### config.mk
export PLATFORM = sky130hd
export DESIGN_NAME = ex_stage_mdu
export DESIGN_NICKNAME = d
export VERILOG_FILES = /design/src/rtl/ex_stage_mdu.sv
export SDC_FILE = /design/constraint.sdc
export NUM_CORES = 2
export LEC_CHECK = 0
export CORE_MARGIN = 1.5
export CORE_UTILIZATION = 25
export CTS_CLUSTER_SIZE = 40
export DETAILED_ROUTE_END_ITERATION = 10
export PLACE_DENSITY = 0.52
export SYNTH_ARGS = -nofsm -noshare
export SYNTH_HDL_FRONTEND = slang
export SYNTH_SLANG_ARGS = --single-unit
### constraint.sdc
create_clock -name clk -period 14.3 [get_ports clk]
set_clock_uncertainty 0.05 [all_clocks]
set_input_delay 1.43 -clock clk [delete_from_list [all_inputs] [get_ports clk]]
set_output_delay 1.43 -clock clk [all_outputs]
set_load 0.005 [all_outputs]
### src/rtl/ex_stage_mdu.sv
`default_nettype none
// ============================================================================
// Module   : ex_stage_mdu
// Purpose  : Execute stage with two-level operand forwarding, single-cycle
//            ALU, iterative multiply/divide unit (HI/LO) with ID stall
//            handshake, and a registered EX/MEM output with IRQ backup.
// Revision : 1.0 - initial release
// ============================================================================
module ex_stage_mdu #(
  parameter int WIDTH      = 32,
  parameter int REG_BITS   = 5,
  parameter int MDU_CYCLES = WIDTH
) (
  input  logic                clk,
  input  logic                reset_b,
  input  logic                in_valid_i,
  output logic                in_ready_o,
  input  logic [REG_BITS-1:0] rs_idx_i,
  input  logic [REG_BITS-1:0] rt_idx_i,
  input  logic [WIDTH-1:0]    rs_data_i,
  input  logic [WIDTH-1:0]    rt_data_i,
  input  logic [WIDTH-1:0]    imm_i,
  input  logic [4:0]          shamt_i,
  input  logic                alu_src_a_i,
  input  logic                alu_src_b_i,
  input  logic [3:0]          alu_op_i,
  input  logic [2:0]          md_op_i,
  input  logic [REG_BITS-1:0] wr_reg_i,
  input  logic                reg_write_i,
  input  logic                mem_read_i,
  input  logic                mem_write_i,
  input  logic                branch_i,
  input  logic [1:0]          mem_to_reg_i,
  input  logic [WIDTH-1:0]    pc_plus4_i,
  input  logic [REG_BITS-1:0] fwd1_rd_i,
  input  logic [REG_BITS-1:0] fwd2_rd_i,
  input  logic                fwd1_we_i,
  input  logic                fwd2_we_i,
  input  logic [WIDTH-1:0]    fwd1_data_i,
  input  logic [WIDTH-1:0]    fwd2_data_i,
  input  logic                mem_stall_i,
  input  logic                irq_backup_i,
  input  logic                irq_recovery_i,
  output logic                branch_taken_o,
  output logic                out_valid_o,
  output logic                out_reg_write_o,
  output logic                out_mem_read_o,
  output logic                out_mem_write_o,
  output logic [1:0]          out_mem_to_reg_o,
  output logic [REG_BITS-1:0] out_wr_reg_o,
  output logic [WIDTH-1:0]    out_result_o,
  output logic [WIDTH-1:0]    out_store_data_o,
  output logic [WIDTH-1:0]    out_pc_plus4_o,
  output logic                mdu_busy_o
);

  // Bits retired per RUN cycle; the last cycle may retire fewer.
  localparam int BPI    = (WIDTH + MDU_CYCLES - 1) / MDU_CYCLES;
  localparam int CNT_W  = (MDU_CYCLES > 1) ? $clog2(MDU_CYCLES) : 1;
  localparam int BITS_W = $clog2(2 * WIDTH + 1);
  localparam logic [WIDTH-1:0] WIDTH_V = WIDTH'(WIDTH);

  localparam logic [2:0] MD_NONE  = 3'd0;
  localparam logic [2:0] MD_MULT  = 3'd1;
  localparam logic [2:0] MD_MULTU = 3'd2;
  localparam logic [2:0] MD_DIV   = 3'd3;
  localparam logic [2:0] MD_DIVU  = 3'd4;
  localparam logic [2:0] MD_MFHI  = 3'd5;
  localparam logic [2:0] MD_MFLO  = 3'd6;
  localparam logic [2:0] MD_MT    = 3'd7;

  typedef enum logic [1:0] {S_IDLE = 2'd0, S_RUN = 2'd1, S_FIX = 2'd2} state_t;

  typedef struct packed {
    logic                valid;
    logic                reg_write;
    logic                mem_read;
    logic                mem_write;
    logic [1:0]          mem_to_reg;
    logic [REG_BITS-1:0] wr_reg;
    logic [WIDTH-1:0]    result;
    logic [WIDTH-1:0]    store_data;
    logic [WIDTH-1:0]    pc_plus4;
  } ex_out_t;

  state_t             state_q;
  logic               busy_q;
  logic [WIDTH-1:0]   hi_q, lo_q;
  logic [WIDTH-1:0]   work_hi_q, work_lo_q, opnd_q, dvd_raw_q;
  logic               is_div_q, neg_q, rneg_q, dz_q;
  logic [CNT_W-1:0]   cnt_q;
  logic [BITS_W-1:0]  bits_q;
  ex_out_t            out_q, bk_q, out_d;

  logic [WIDTH-1:0]   rs_fwd, rt_fwd, op_a, op_b, sh_amt, alu_res, result;
  logic [WIDTH-1:0]   a_mag, b_mag, step_hi, step_lo, fix_hi, fix_lo;
  logic [WIDTH:0]     sum, rem;
  logic [2*WIDTH-1:0] prod_s;
  logic               ge, accept, md_start, md_sign, md_div, md_kill, taken;

  // Forwarding: newest producer (EX/MEM) wins over MEM/WB; register 0 never forwards.
  assign rs_fwd = (fwd1_we_i && fwd1_rd_i != '0 && fwd1_rd_i == rs_idx_i) ? fwd1_data_i :
                  (fwd2_we_i && fwd2_rd_i != '0 && fwd2_rd_i == rs_idx_i) ? fwd2_data_i :
                  rs_data_i;
  assign rt_fwd = (fwd1_we_i && fwd1_rd_i != '0 && fwd1_rd_i == rt_idx_i) ? fwd1_data_i :
                  (fwd2_we_i && fwd2_rd_i != '0 && fwd2_rd_i == rt_idx_i) ? fwd2_data_i :
                  rt_data_i;

  assign op_a   = alu_src_a_i ? {{(WIDTH-5){1'b0}}, shamt_i} : rs_fwd;
  assign op_b   = alu_src_b_i ? imm_i : rt_fwd;
  assign sh_amt = op_a % WIDTH_V;

  // Single-cycle ALU; shifts move B by A, everything wraps silently.
  always_comb begin
    alu_res = '0;
    case (alu_op_i)
      4'd0:    alu_res = op_a + op_b;
      4'd1:    alu_res = op_a - op_b;
      4'd2:    alu_res = op_a & op_b;
      4'd3:    alu_res = op_a | op_b;
      4'd4:    alu_res = op_a ^ op_b;
      4'd5:    alu_res = ~(op_a | op_b);
      4'd6:    alu_res = {{(WIDTH-1){1'b0}}, ($signed(op_a) < $signed(op_b))};
      4'd7:    alu_res = {{(WIDTH-1){1'b0}}, (op_a < op_b)};
      4'd8:    alu_res = op_b << sh_amt;
      4'd9:    alu_res = op_b >> sh_amt;
      4'd10:   alu_res = $signed(op_b) >>> sh_amt;
      4'd11:   alu_res = {{(WIDTH-1){1'b0}}, (op_a == op_b)};
      4'd12:   alu_res = {{(WIDTH-1){1'b0}}, (op_a != op_b)};
      4'd13:   alu_res = op_b;
      default: alu_res = '0;
    endcase
  end

  assign md_start = (md_op_i == MD_MULT) || (md_op_i == MD_MULTU) ||
                    (md_op_i == MD_DIV)  || (md_op_i == MD_DIVU);
  assign md_sign  = (md_op_i == MD_MULT) || (md_op_i == MD_DIV);
  assign md_div   = (md_op_i == MD_DIV)  || (md_op_i == MD_DIVU);
  assign md_kill  = md_start || (md_op_i == MD_MT);

  // Any MD op (including MFHI/MFLO) waits until HI/LO are settled.
  assign in_ready_o     = !mem_stall_i && !((md_op_i != MD_NONE) && (state_q != S_IDLE));
  assign accept         = in_valid_i && in_ready_o;
  assign taken          = accept && branch_i && alu_res[0];
  assign branch_taken_o = taken;

  assign result = (md_op_i == MD_MFHI) ? hi_q :
                  (md_op_i == MD_MFLO) ? lo_q : alu_res;

  assign a_mag = (md_sign && rs_fwd[WIDTH-1]) ? -rs_fwd : rs_fwd;
  assign b_mag = (md_sign && rt_fwd[WIDTH-1]) ? -rt_fwd : rt_fwd;

  // Next EX/MEM contents for an accepted instruction, or a bubble.
  always_comb begin
    out_d = '0;
    if (accept) begin
      out_d.valid      = 1'b1;
      out_d.reg_write  = reg_write_i && !taken && !md_kill;
      out_d.mem_read   = mem_read_i && !taken;
      out_d.mem_write  = mem_write_i && !taken;
      out_d.mem_to_reg = mem_to_reg_i;
      out_d.wr_reg     = wr_reg_i;
      out_d.result     = result;
      out_d.store_data = rt_fwd;
      out_d.pc_plus4   = pc_plus4_i;
    end
  end

  // Iteration datapath: BPI shift-add or restoring-divide steps per cycle,
  // masked once all WIDTH bits have been consumed.
  always_comb begin
    step_hi = work_hi_q;
    step_lo = work_lo_q;
    sum     = '0;
    rem     = '0;
    ge      = 1'b0;
    for (int k = 0; k < BPI; k++) begin
      if (int'(bits_q) + k < WIDTH) begin
        if (is_div_q) begin
          rem     = {step_hi, step_lo[WIDTH-1]};
          ge      = (rem >= {1'b0, opnd_q});
          step_hi = ge ? (rem[WIDTH-1:0] - opnd_q) : rem[WIDTH-1:0];
          step_lo = {step_lo[WIDTH-2:0], ge};
        end else begin
          sum     = {1'b0, step_hi} + (step_lo[0] ? {1'b0, opnd_q} : {(WIDTH+1){1'b0}});
          step_hi = sum[WIDTH:1];
          step_lo = {sum[0], step_lo[WIDTH-1:1]};
        end
      end
    end
  end

  // Sign fix-up applied in FIX; divide by zero bypasses the magnitude result.
  always_comb begin
    prod_s = neg_q ? -{work_hi_q, work_lo_q} : {work_hi_q, work_lo_q};
    fix_hi = prod_s[2*WIDTH-1:WIDTH];
    fix_lo = prod_s[WIDTH-1:0];
    if (is_div_q) begin
      if (dz_q) begin
        fix_lo = '1;
        fix_hi = dvd_raw_q;
      end else begin
        fix_lo = neg_q  ? -work_lo_q : work_lo_q;
        fix_hi = rneg_q ? -work_hi_q : work_hi_q;
      end
    end
  end

  // MDU FSM with HI/LO; MTHI/MTLO land here too since they need IDLE anyway.
  always_ff @(posedge clk or negedge reset_b) begin
    if (!reset_b) begin
      state_q   <= S_IDLE;
      busy_q    <= 1'b0;
      hi_q      <= '0;
      lo_q      <= '0;
      work_hi_q <= '0;
      work_lo_q <= '0;
      opnd_q    <= '0;
      dvd_raw_q <= '0;
      is_div_q  <= 1'b0;
      neg_q     <= 1'b0;
      rneg_q    <= 1'b0;
      dz_q      <= 1'b0;
      cnt_q     <= '0;
      bits_q    <= '0;
    end else begin
      case (state_q)
        S_IDLE: begin
          if (accept && md_start) begin
            state_q   <= S_RUN;
            busy_q    <= 1'b1;
            cnt_q     <= '0;
            bits_q    <= '0;
            is_div_q  <= md_div;
            work_hi_q <= '0;
            work_lo_q <= md_div ? a_mag : b_mag;
            opnd_q    <= md_div ? b_mag : a_mag;
            dvd_raw_q <= rs_fwd;
            dz_q      <= (rt_fwd == '0);
            neg_q     <= md_sign && (rs_fwd[WIDTH-1] ^ rt_fwd[WIDTH-1]);
            rneg_q    <= md_sign && rs_fwd[WIDTH-1];
          end else if (accept && md_op_i == MD_MT) begin
            if (imm_i[0]) lo_q <= rs_fwd;
            else          hi_q <= rs_fwd;
          end
        end
        S_RUN: begin
          work_hi_q <= step_hi;
          work_lo_q <= step_lo;
          cnt_q     <= cnt_q + 1'b1;
          bits_q    <= bits_q + BITS_W'(BPI);
          if (cnt_q == CNT_W'(MDU_CYCLES - 1)) state_q <= S_FIX;
        end
        S_FIX: begin
          hi_q    <= fix_hi;
          lo_q    <= fix_lo;
          state_q <= S_IDLE;
          busy_q  <= 1'b0;
        end
        default: begin
          state_q <= S_IDLE;
          busy_q  <= 1'b0;
        end
      endcase
    end
  end

  // EX/MEM register: recovery > backup > stall > accept > bubble.
  always_ff @(posedge clk or negedge reset_b) begin
    if (!reset_b) begin
      out_q <= '0;
      bk_q  <= '0;
    end else if (irq_recovery_i) begin
      out_q <= bk_q;
    end else if (irq_backup_i) begin
      bk_q  <= out_q;
      out_q <= '0;
    end else if (!mem_stall_i) begin
      out_q <= out_d;
    end
  end

  assign out_valid_o      = out_q.valid;
  assign out_reg_write_o  = out_q.reg_write;
  assign out_mem_read_o   = out_q.mem_read;
  assign out_mem_write_o  = out_q.mem_write;
  assign out_mem_to_reg_o = out_q.mem_to_reg;
  assign out_wr_reg_o     = out_q.wr_reg;
  assign out_result_o     = out_q.result;
  assign out_store_data_o = out_q.store_data;
  assign out_pc_plus4_o   = out_q.pc_plus4;
  assign mdu_busy_o       = busy_q;

endmodule
`default_nettype wire
### Yosys cells after proc, flatten, opt, wreduce, memory -nomap -nowiden

Cells that the tools add are included.

| storage, ports and cells | value |
|---|---|
| register bits after elaboration | 425 |
| input port bits | 245 |
| output and inout bits | 110 |
| word-level logic and storage cells | 192 |

| cells by class | value |
|---|---|
| add/subtract/negate cells | 11 |
| magnitude comparators | 4 |
| eq/ne operators | 37 |
| shift-type cells | 3 |
| mux-type cells | 51 |
| bitwise logic cells | 7 |
| reductions and logical operators | 47 |

Operators with widths:

| operator | number |
|---|---|
| $mux 32 | 32 |
| $pmux 32 s14 | 1 |
| $mux 107 | 4 |
| $pmux 32 s2 | 4 |
| $neg 32->32 | 4 |
| $lt 32x32->1 | 2 |
| $mux 64 | 1 |
| $neg 64->64 | 1 |
| $sub 32x32->32 | 2 |
| $add 32x32->33 | 1 |
| $ge 33x32->1 | 1 |
| $add 32x32->32 | 1 |
| $and 32x32->32 | 1 |
| $eq 32x32->1 | 1 |
| $logic_not 32->1 | 1 |
| $ne 32x32->1 | 1 |
| $not 32->32 | 1 |
| $or 32x32->32 | 1 |
| $shl 32x5->32 | 1 |
| $shr 32x5->32 | 1 |
| $sshr 32x5->32 | 1 |
| $xor 32x32->32 | 1 |
| $eq 4x4->1 const B | 6 |
| $eq 5x5->1 | 4 |
| 35 further kinds | 86 |

### Longest topological paths before layout

| logic depth | value |
|---|---|
| depth after elaboration | 17 |
| depth in mapped cells | 23 |
| mapped depth without buffers | 19 |

### Worst setup path after synthesis

No wires, ideal clock.

| timing path | value |
|---|---|
| path type | input port to output port |
| from | input port fwd2_rd_i[2] |
| to | output port branch_taken_o |
| arrival time | 6.210 ns |
| required time | 12.820 ns |
| setup slack | 6.610 ns |
| stages on the path | 19 |
| buffers on the path | 3 |
| path through | or4_4 -> o211ai_1 -> o21ai_0 -> a31oi_4 -> mux2i_4 -> clkbuf_1 -> clkbuf_1 -> buf_1 -> ha_1 -> inv_1 -> a21oi_1 -> o21ai_0 -> nand3_1 -> a311oi_1 -> a31oi_1 -> or3b_2 -> o311ai_0 -> inv_1 -> a211oi_1 |

| on the way | value |
|---|---|
| cells in the longest elaborated chain, start to end | 10 |
| elaborated cells on any way between the ends | 27 |
| those cells by class | 2 x add/sub; 2 x order compare; 4 x eq/ne; 3 x shift; 7 x mux; 4 x bitwise; 5 x reduce/logical |

RTL lines:

| element | RTL line | text |
|---|---|---|
| from (decl) | 36 | `input logic [REG_BITS-1:0] fwd2_rd_i,` |
| parallel branches: the longest is 8 deep, another holds $sub 32x32->32 | n/a |  |
| $pmux 32 s14 (*) | 116 | `case (alu_op_i)` |
| $logic_and 1x1->1 (*) | 144 | `assign taken = accept && branch_i && alu_res[0];` |
| to (decl) | 44 | `output logic branch_taken_o,` |

Mark *: on every way between the ends.

### Worst setup path in the final report

| timing path | value |
|---|---|
| from | input port fwd1_rd_i[1] |
| to | output port branch_taken_o |

| on the way | value |
|---|---|
| cells in the longest elaborated chain, start to end | 9 |
| elaborated cells on any way between the ends | 25 |
| those cells by class | 2 x add/sub; 2 x order compare; 4 x eq/ne; 3 x shift; 5 x mux; 4 x bitwise; 5 x reduce/logical |

RTL lines:

| element | RTL line | text |
|---|---|---|
| from (decl) | 35 | `input logic [REG_BITS-1:0] fwd1_rd_i,` |
| parallel branches: the longest is 7 deep, another holds $sub 32x32->32 | n/a |  |
| $pmux 32 s14 (*) | 116 |  |
| $logic_and 1x1->1 (*) | 144 |  |

Marked as above.

==> out/results.txt <==
status - finished clean
CP Data Arrival Time - 8990 ps
Pint - 3.86 mW
total grt overflow - 0
Yosys cell types - 114
Post-DRT Antenna Nets - 0
post-DR wirelength/cell - 30.1 microns
Required @ worst endpoint - 12,820 ps
IO Pins - 355
fraction of registers with async set/reset - 100%
Worst R2R End - hi_q[24]
post-synthesis average cell area - 8.03 sq um
Yosys top cell by area - dfrtp_1
syn_nets - 5,217
Final Power - 7.29 mW
Clk network pwr share - 20.1%
postcts setup bufs - 0
Reg2Reg Launch Point - work_lo_q[0]
Total Wirelength - 212,000 microns
Placeable Area - 152,000 sq um
Die H - 396 microns
Final period util - 73.2%
Area growth syn-to-layout - 19.8%
WHS - 421 ps
share of the synthesized area in the top cell type - 27.6%
# resized after CTS - 0
CTS hold repair buffers - 0
sw frac - 47.0%
worst r2r path cells - 12
leak pwr - 19.1 nW
setup slack, reg-to-reg - 8510 ps
fraction of layout cells with a size suffix above 1 - 10.4%
HPWL after DPL - 162,000 microns
Seq/Total Area, Yosys - 27.6%
Max FO, Critical Path - 36
GP Congestion - 1.07
initial core utilization - 25.3%
commonest cells after routing, fill and taps aside - nand2_1 (470), dfrtp_1 (424), o21ai_0 (398)
Peak VDD IR - 0.132 mV
Fin. Hold Viols - 0
Slew Limit Fails - 0
top cells by area, synth - dfrtp_1 (28%), ha_1 (5.5%), o21ai_0 (5.2%)
Final nets - 5,403
Vias - 42,600
worst hold path depth - 2
FMAX - 95.5 MHz
port bufs - 354
DR vias/cell - 6.03
Yosys Warn Count - 0
clock root buffer - clkbuf_16
Setup crit end - branch_taken_o
Mapped Area - 38,500 sq um
remaining routing DRC violations - 0
Power Dens Cells - 158 nW/um^2
Comb pwr share - 53.0%
setup_tns - 0 ps
num rows - 143
pin count of the biggest net entering global routing - 97
Post-synth top flop - dfrtp_1
Starting DRT DRC Count - 5,854
DIE AREA - 157,000 sq um
worst slack, placed - 4100 ps
critical path launch point - fwd1_rd_i[1]
clock buffer count from CTS - 52
Clock transition at path regs - 60 ps
setup ws final - 3830 ps
fillcell total - 16,400
Reg power frac - 26.8%
Max-slew headroom - 3.23%
Clock Sink Count - 425
Synth Instances - 4,799
Bufs on Longest Clock Path - 3
final critical-path required period - 10,470 ps
# setup viols final - 0
CP Launch Type - input pin
clk_lat worst skew - 660 ps
actual slew at the worst max-slew pin - 1410 ps
Psw - 3.43 mW
vias in the first global route - 39,400
total track usage - 25.9%
First-pass DRT Iterations - 6
Hold WC Path Type - flop to flop
RSZ-0062 raised after global routing - false
antenna violations before repair - 15
Max Cap Viol - 0
Crit Path Category - input pin to output pin
first-pass GRT wire length - 299,000 microns
Seq cells post-synth - 425
CTS tree - yes
# H-tree levels - 2
Post-synth EDFFs - 0
CP endpoint kind - output pin
Die Wd - 396 microns
commonest non-fill, non-tap cell in the layout - nand2_1
layout make-up:
cell class,instances,area [sq um],share of cell area [%]
multi-input combinational,3769,25600,55.4
sequential,425,10600,23.0
timing repair buffer,510,4710,10.2
tap,2030,2540,5.50
clock buffer,72,1520,3.29
inverter,227,855,1.85
clock inverter,22,308,0.667
antenna,1,2.50,0.00542
layer usage:
metal  global-route usage, %  share of wire [%]  wire (microns)
met1                    35.4                 41           87800
met4                    12.0                5.6           12000
met3                    5.92                 11           23000
met2                    38.4                 42           89600
met5                       0              0.030              63
cells in the mapped netlist (27+ instances only):
master,number
nand2_1,470
dfrtp_1,425
o21ai_0,399
a21oi_1,327
nor2_1,326
clkbuf_1,290
inv_1,216
ha_1,169
nor3_1,145
mux2_2,136
nand3_1,135
mux2i_1,133
xnor2_1,122
a31oi_1,99
a211oi_1,78
a222oi_1,75
a21o_1,72
o22ai_1,58
a22oi_1,52
o31ai_1,51
xor2_1,51
a221oi_1,48
and2_1,47
buf_2,41
nor4_1,40
o211ai_1,40
o221ai_1,39
or3_1,38
o21bai_1,37
nand4_1,33
nor2b_1,32
a22o_1,28
o21a_1,27
power by group through the flow:
stage               clock [mW]  sequential (mW)  combinational, mW
global route              1.54             1.98               4.19
finish                    1.47             1.96               3.87
CTS                       1.49             1.93               3.79
floorplan                    0             1.71               2.69
detailed placement           0             1.95               3.77
global placement             0             1.95               3.76
stage by stage:
stage,instance area (sq um),utilization (%),cells
CTS,46200,30.3,7055
global placement,44300,29.1,6961
detailed placement,44300,29.1,6961
global route,46200,30.3,7055
floorplan,38500,-,4799
finish,46200,30.3,7056
worst min path at each step:
stage,start,end
finish,bk_q[63],out_store_data_o[31]
global route,dvd_raw_q[14],dvd_raw_q[14]
CTS,bk_q[5],out_pc_plus4_o[5]
detailed placement,dvd_raw_q[17],dvd_raw_q[17]
global placement,dvd_raw_q[8],dvd_raw_q[8]
floorplan,dvd_raw_q[14],dvd_raw_q[14]
flip-flops by register name, indices dropped and copies added, names as in the netlist, 2 cells and up:
signal and cells:
hi_q 32, work_lo_q 32, opnd_q 32, out_mem_to_reg_o 2
out_result_o 32, dvd_raw_q 32, bk_q 107, cnt_q 5
bits_q 7, lo_q 32, out_pc_plus4_o 32, work_hi_q 32
out_wr_reg_o 5, out_store_data_o 32, state_q 2
critical path, cell delays in order:
cell,delay [ps]
clkdlybuf4s50_1,470
or4_4,570
o211ai_2,160
buf_4,390
or2_2,450
buf_4,430
a31oi_1,230
mux2i_1,180
buf_4,210
inv_1,80
ha_1,470
inv_1,150
a21oi_1,170
o31ai_1,120
a221oi_1,460
a311oi_1,340
a31oi_1,690
nor2_1,100
o311ai_0,740
inv_1,150
a211oi_1,360
clkdlybuf4s50_1,570
kinds of logic after synthesis:
kind of cell / after synthesis / synth area share (%)
AO/OA/AOI/OAI: 1735 / 30.7
AND/OR/NAND/NOR: 1396 / 17.0
adder cells (fa/ha/maj): 173 / 5.69
flip-flops: 425 / 27.6
buffers and inverters: 605 / 6.35
multiplexers: 292 / 8.68
XOR/XNOR: 173 / 3.93
(Power assumes the default switching activity.)
